`config.mk`:
```
export PLATFORM = sky130hd
export DESIGN_NAME = key_matrix_inject
export DESIGN_NICKNAME = d
export VERILOG_FILES = /design/src/rtl/key_matrix_pkg.sv /design/src/rtl/key_ev_fifo.sv /design/src/rtl/key_matrix_inject.sv
export SDC_FILE = /design/constraint.sdc
export NUM_CORES = 1
export LEC_CHECK = 0
export BUFFER_PORTS_ARGS = -buffer_cell sky130_fd_sc_hd__buf_2
export CAP_MARGIN = 20
export CORE_ASPECT_RATIO = 0.9
export CORE_UTILIZATION = 63
export CTS_BUF_LIST = sky130_fd_sc_hd__clkbuf_4 sky130_fd_sc_hd__clkbuf_8
export CTS_CLUSTER_DIAMETER = 150
export DETAILED_ROUTE_END_ITERATION = 10
export GPL_ROUTABILITY_DRIVEN = 0
export PLACE_DENSITY = 0.91
export REMOVE_ABC_BUFFERS = 1
export SYNTH_ARGS = -nofsm -noshare
export SYNTH_HDL_FRONTEND = slang
export SYNTH_HIERARCHICAL = 1
export SYNTH_SLANG_ARGS = --single-unit
```
`constraint.sdc`:
```
create_clock -name clk_sys -period 4.92 [get_ports clk_sys]
set_input_delay 0.984 -clock clk_sys [delete_from_list [all_inputs] [get_ports clk_sys]]
set_output_delay 0.984 -clock clk_sys [all_outputs]
set_load 0.02 [all_outputs]
```
`src/rtl/key_matrix_pkg.sv`:
```
// Shared types for the key matrix block: event layout, player states and
// Spectrum matrix dimensions.
package key_matrix_pkg;

   localparam int SPECTRUM_ROWS = 8;
   localparam int SPECTRUM_COLS = 5;

   // Index width for a dimension of n entries, never narrower than one bit.
   function automatic int idx_w(input int n);
      return (n > 1) ? $clog2(n) : 1;
   endfunction

   localparam int KEY_RW = idx_w(SPECTRUM_ROWS);
   localparam int KEY_CW = idx_w(SPECTRUM_COLS);

   // Spectrum-sized event; larger matrices use the same field order, wider.
   typedef struct packed {
      logic              pause;
      logic              press;
      logic [KEY_RW-1:0] row;
      logic [KEY_CW-1:0] col;
   } key_ev_t;

   typedef enum logic [1:0] {
      PS_IDLE,
      PS_APPLY,
      PS_WAIT
   } ps_e;

endpackage

```
`src/rtl/key_ev_fifo.sv`:
```
// Show-ahead synchronous FIFO for injection events; wrap-bit pointers give
// full/empty, flush empties it in one cycle and drops a coincident push.
module key_ev_fifo #(
   parameter  int W     = 8,
   parameter  int DEPTH = 16,
   localparam int AW    = $clog2(DEPTH)
) (
   input  logic         clk_sys,
   input  logic         reset,
   input  logic         push,
   input  logic [W-1:0] wdata,
   input  logic         pop,
   input  logic         flush,
   output logic [W-1:0] rdata,
   output logic         full,
   output logic         empty,
   output logic [AW:0]  level
);

   logic [W-1:0] mem [DEPTH];
   logic [AW:0]  wr_ptr;
   logic [AW:0]  rd_ptr;
   logic         do_push;
   logic         do_pop;

   assign empty   = (wr_ptr == rd_ptr);
   assign full    = (wr_ptr[AW] != rd_ptr[AW]) && (wr_ptr[AW-1:0] == rd_ptr[AW-1:0]);
   assign level   = wr_ptr - rd_ptr;
   assign rdata   = mem[rd_ptr[AW-1:0]];
   assign do_push = push && !full && !flush;
   assign do_pop  = pop && !empty && !flush;

   always_ff @(posedge clk_sys) begin
      if (do_push) begin
         mem[wr_ptr[AW-1:0]] <= wdata;
      end
   end

   always_ff @(posedge clk_sys or posedge reset) begin
      if (reset) begin
         wr_ptr <= '0;
         rd_ptr <= '0;
      end else if (flush) begin
         wr_ptr <= '0;
         rd_ptr <= '0;
      end else begin
         if (do_push) wr_ptr <= wr_ptr + 1'b1;
         if (do_pop)  rd_ptr <= rd_ptr + 1'b1;
      end
   end

endmodule

```
`src/rtl/key_matrix_inject.sv`:
```
// Active-low key matrix merged from a live layer (scancode events) and an
// injection layer replayed from a paced event queue.
//
// state    | meaning
// PS_IDLE  | waiting for a queued event; pops and loads the pacing counter
// PS_APPLY | applies the latched event to the injection layer (one cycle)
// PS_WAIT  | counts the pacing delay down before the next pop
module key_matrix_inject
   import key_matrix_pkg::*;
#(
   parameter  int ROWS    = SPECTRUM_ROWS,
   parameter  int COLS    = SPECTRUM_COLS,
   parameter  int DEPTH   = 16,
   parameter  int DELAY_W = 24,
   localparam int RW      = idx_w(ROWS),
   localparam int CW      = idx_w(COLS),
   localparam int LW      = $clog2(DEPTH) + 1
) (
   input  logic               clk_sys,
   input  logic               reset,
   input  logic               live_stb,
   input  logic [RW-1:0]      live_row,
   input  logic [CW-1:0]      live_col,
   input  logic               live_press,
   input  logic               release_all,
   input  logic               inj_valid,
   output logic               inj_ready,
   input  logic               inj_pause,
   input  logic [RW-1:0]      inj_row,
   input  logic [CW-1:0]      inj_col,
   input  logic               inj_press,
   input  logic               inj_abort,
   input  logic [DELAY_W-1:0] cfg_delay,
   input  logic [ROWS-1:0]    row_sel_n,
   output logic [COLS-1:0]    key_data,
   output logic               inj_busy,
   output logic [LW-1:0]      inj_level
);

   localparam int RN = 1 << RW;
   localparam int CN = 1 << CW;

   typedef struct packed {
      logic          pause;
      logic          press;
      logic [RW-1:0] row;
      logic [CW-1:0] col;
   } ev_t;

   logic [ROWS-1:0][COLS-1:0] live_q;
   logic [ROWS-1:0][COLS-1:0] inj_q;
   logic [ROWS-1:0][COLS-1:0] live_mask;
   logic [ROWS-1:0][COLS-1:0] inj_mask;
   logic [RN-1:0]             live_row_dec;
   logic [CN-1:0]             live_col_dec;
   logic [RN-1:0]             inj_row_dec;
   logic [CN-1:0]             inj_col_dec;

   ps_e                state;
   logic [DELAY_W-1:0] cnt;
   ev_t                cur;

   ev_t                fifo_wdata;
   logic [$bits(ev_t)-1:0] fifo_rdata;
   logic               fifo_full;
   logic               fifo_empty;
   logic               pop;

   assign fifo_wdata = '{pause: inj_pause, press: inj_press, row: inj_row, col: inj_col};
   assign pop        = (state == PS_IDLE) && !fifo_empty && !inj_abort;
   assign inj_ready  = !fifo_full;
   assign inj_busy   = (inj_level != '0) || (state != PS_IDLE);

   key_ev_fifo #(
      .W     ($bits(ev_t)),
      .DEPTH (DEPTH)
   ) u_fifo (
      .clk_sys (clk_sys),
      .reset   (reset),
      .push    (inj_valid),
      .wdata   (fifo_wdata),
      .pop     (pop),
      .flush   (inj_abort),
      .rdata   (fifo_rdata),
      .full    (fifo_full),
      .empty   (fifo_empty),
      .level   (inj_level)
   );

   // One-hot decode over the full index range; bits beyond ROWS/COLS are
   // simply never used, so out-of-range events produce an empty mask.
   always_comb begin
      live_row_dec           = '0;
      live_col_dec           = '0;
      inj_row_dec            = '0;
      inj_col_dec            = '0;
      live_row_dec[live_row] = 1'b1;
      live_col_dec[live_col] = 1'b1;
      inj_row_dec[cur.row]   = 1'b1;
      inj_col_dec[cur.col]   = 1'b1;
      live_mask              = '0;
      inj_mask               = '0;
      for (int r = 0; r < ROWS; r++) begin
         for (int c = 0; c < COLS; c++) begin
            live_mask[r][c] = live_row_dec[r] & live_col_dec[c];
            inj_mask[r][c]  = inj_row_dec[r] & inj_col_dec[c];
         end
      end
   end

   always_comb begin
      logic [COLS-1:0] acc;
      acc = '0;
      for (int r = 0; r < ROWS; r++) begin
         if (!row_sel_n[r]) acc = acc | live_q[r] | inj_q[r];
      end
      key_data = ~acc;
   end

   always_ff @(posedge clk_sys or posedge reset) begin
      if (reset) begin
         live_q <= '0;
      end else if (release_all) begin
         live_q <= '0;
      end else if (live_stb) begin
         live_q <= live_press ? (live_q | live_mask) : (live_q & ~live_mask);
      end
   end

   // Leaving WAIT once cnt reaches 1 gives pop-to-pop spacing of
   // max(cfg_delay,1)+1 clocks.
   always_ff @(posedge clk_sys or posedge reset) begin
      if (reset) begin
         state <= PS_IDLE;
         cnt   <= '0;
         cur   <= '0;
         inj_q <= '0;
      end else if (inj_abort) begin
         state <= PS_IDLE;
         cnt   <= '0;
         inj_q <= '0;
      end else begin
         unique case (state)
            PS_IDLE: begin
               if (pop) begin
                  cur   <= ev_t'(fifo_rdata);
                  cnt   <= cfg_delay;
                  state <= PS_APPLY;
               end
            end
            PS_APPLY: begin
               if (!cur.pause) begin
                  inj_q <= cur.press ? (inj_q | inj_mask) : (inj_q & ~inj_mask);
               end
               state <= (cnt > DELAY_W'(1)) ? PS_WAIT : PS_IDLE;
            end
            PS_WAIT: begin
               cnt <= cnt - 1'b1;
               if (cnt <= DELAY_W'(2)) state <= PS_IDLE;
            end
            default: state <= PS_IDLE;
         endcase
      end
   end

endmodule

```
==> run_results.csv <==
group,metric,value,unit
run_status,status,"finished, violations left",
run_status,violations,"DRC",
global_routing,grt_start_max_net_pins,59,
critical_path,end_kind,"output port",
synthesis,netlist_area,11830,µm²
global_routing,met1_usage,44.75,%
min_path,min_path_type,"input port to asynchronous set/reset pin",
synthesis,syn_inst,1017,
cts,htreeDepth,2,
sta,slew_headroom,29.54,%
final_layout,syn2layout_area_growth,10.92,%
routing,vias,8776,
synthesis,synth_seq_cells,252,
synthesis,synthTopCellsByArea,"edfxtp_1, dfrtp_1, nor2_1",
synthesis,synth.area.mux_share,11.97,%
synthesis,synth_edf_count,128,
cts,clock-root-buffer,"clkbuf_8",
global_routing,grt_usage,30.46,%
global_routing,grt_pass1_wl,45.01,mm
sta,worstMarginPinSlew,1.049,ns
cts,cts_tree,"built",
final_layout,antenna_cells,0,
critical_path,critPathMaxFanout,4,
cts,insertion_delay,0.54,ns
synthesis,ys_warn_count,6,
global_routing,grt_util_met2,46.24,%
synthesis,ys.flop_type,"edfxtp_1",
sta,fin_crit_sh,75.24,%
sta,fin_crit,3.702,ns
critical_path,critPathKind,"register to output port",
routing,routed_via_density,6.491,
routing,wl,28.88,mm
die,io_pins,65,
synthesis,synthSimpleGateAreaFrac,15.21,%
routing,drc_errors,2,
die,die-area,19340,µm²
sta,rsz0062_at_grt,"no",
run,max_cap_violations,0,
synthesis,yosys.area_share.xor_xnor,1.100,%
die,initial_utilization,64.29,%
global_routing,gr-usage-met3,6.055,%
sta,max_freq,270.1,MHz
critical_path,crit_arrival,2.72,ns
global_routing,grt_pass1_vias,8224,
routing,drt_iter0_markers,1041,
routing,ant_nets,0,
global_routing,antenna_found_initial,0,
power,leakagePower,5.245,nW
synthesis,seq_area_frac_synth,58.70,%
die,die_y,132.0,µm
synthesis,syn_avg_cell_area,11.64,µm²
sta,fin_skew,0.01715,ns
synthesis,synth_top_family_by_area,"simple AND/OR/NAND/NOR gates",
critical_path,worstPathRequired,3.94,ns
cts,cts_resized,0,
synthesis,ys_types,64,
cts,numCtsBuffers,39,
cts,clkTransAtPathRegs,0.06,ns
sta,setup_violations,0,
placement,dp_hpwl,19.01,mm
cts,cts_buffer_depth,3,
cts,hold_buffers,0,
synthesis,synth_top_cell_by_area,"edfxtp_1",
cts,postCtsSetupBuffers,0,
synthesis,post-synth-top-area-fraction,32.48,%
routing,drtPass1Iterations,9,
final_layout,layout.nets,1142,
sta,setup_tns,0,ns
die,rows,47,
sta,slew_violations,0,
global_routing,overflow,0,
cts,cts_sinks,252,
die,core,18410,µm²
final_layout,drive_gt1_share,17.89,%
synthesis,ys_async_sr_fraction,49.21,%
sta,hold_viol,0,
power,power.density,395.8,nW/µm²
global_routing,top_usage_layer,"met2",
synthesis,synth-compound-area-share,8.998,%
die,die_w,146.5,µm
synthesis,synth-adder-area-share,1.438,%
critical_path,start_kind,"register",
power,power.total,5.196,mW
placement,port-buffer-count,64,
power,ir_worst_vdd,0.0003583,V
routing,wl_per_cell,21.36,µm
## worst max-delay path, cell delays in order, from the launching register on
cell and delay, ns:
dfrtp_1 0.42, inv_1 0.16, ha_1 0.17, inv_1 0.06, fa_1 0.41, a21o_1 0.18, a21oi_1 0.22, xnor2_1 0.12
nor4_1 0.21, nand2_1 0.07, buf_2 0.16
## power breakdown
| part | internal [mW] | switching, mW | total [mW] | leakage [nW] |
|---|---|---|---|---|
| clock network | 1.02 | 0.800 | 1.82 | 0.444 |
| logic | 0.332 | 0.582 | 0.914 | 1.95 |
| registers | 2.31 | 0.146 | 2.46 | 2.85 |
## logic make-up (layout without fill, tap and decap cells)
| family | count (synthesis) | after routing |
|---|---|---|
| xor gates and xnor gates | 14 | 14 |
| and+or+nand+nor | 396 | 396 |
| muxes | 99 | 99 |
| AOI/OAI and AO/OA | 175 | 175 |
| DFF | 252 | 252 |
| adders and majority gates | 13 | 13 |
| buffers and inverters | 68 | 158 |
## final timing paths
check                                 start          endpoint  slack, ns  cells past startpoint
min in group clk_sys                cnt[14]           cnt[14]       0.51                      2
max reg2reg                u_fifo/rd_ptr[2]           cnt[21]       1.67                     10
min reg2reg                         cnt[14]           cnt[14]       0.51                      2
max                        u_fifo/wr_ptr[0]          inj_busy       1.22                     10
min                                   reset  u_fifo/rd_ptr[1]       0.45                      2
max in group asynchronous             reset        live_q[14]       3.42                      3
## synth_stat cells, drive strengths merged, types with 3 or more instances
cell,n
mux2,8
a21oi,47
o21ai,59
a32oi,3
a22oi,17
or3,8
o221ai,6
nand3,14
xor2,9
mux4,32
a21o,3
ha,12
nand2,107
o22ai,13
nand4b,3
mux2i,59
nand3b,5
buf,13
clkbuf,40
and2,7
inv,15
and3,4
xnor2,5
nor3,18
a31oi,3
or2,5
nor3b,3
nor2,183
nor2b,5
o22a,5
o211ai,10
dfrtp,124
edfxtp,128
nand2b,9
nor4,13
## per-stage QoR
stage                     instances  hold WS, ns  utilization (%)  worst slack, ns  instance area (µm²)
after detailed placement       1279       0.4949            66.77            1.555                12290
final                          1352       0.4494            71.31            1.218                13130
after floorplan                 964       0.4611                -           0.8474                11580
after CTS                      1351       0.4490            71.27            1.222                13120
after global routing           1352       0.4778            71.31            1.105                13130
after global placement         1278       0.4786            66.62            1.738                12260
## metal layers
| layer | wire, µm | vias to the layer above |
|---|---|---|
| li1 | - | 3825 |
| met3 | 2997 | 70 |
| met5 | 0 | - |
| met1 | 11830 | 4293 |
| met4 | 701 | 0 |
| met2 | 13360 | 588 |
## registers in the layout (all words and copies together) (netlist names)
register	cells
cnt	24
cur	8
u_fifo/rd_ptr	5
u_fifo/mem	128
u_fifo/wr_ptr	5
inj_q	40
state	2
live_q	40
## cell type report
type                    count  area, µm²
repair buffers             71      392.9
clock buffers              66      795.8
inverters                  15      58.81
flip-flops and latches    252       6948
multi-input cells         697       4591
fillers                  1181       5280
clock inverters             6      33.78
well taps                 245      306.5
## cell usage in the layout, fill, tap and decap left out, types with 14 or more instances in the layout
cell type  count
mux4_2        28
mux2i_1       59
a22oi_1       17
o21ai_0       56
nor3_1        17
inv_1         14
nor2_1       183
clkbuf_8      48
buf_2         64
a21oi_1       47
nand2_1      107
clkbuf_4      18
nand3_1       14
dfrtp_1      123
edfxtp_1     128
No activity file was read; power rests on OpenSTA's default activity.
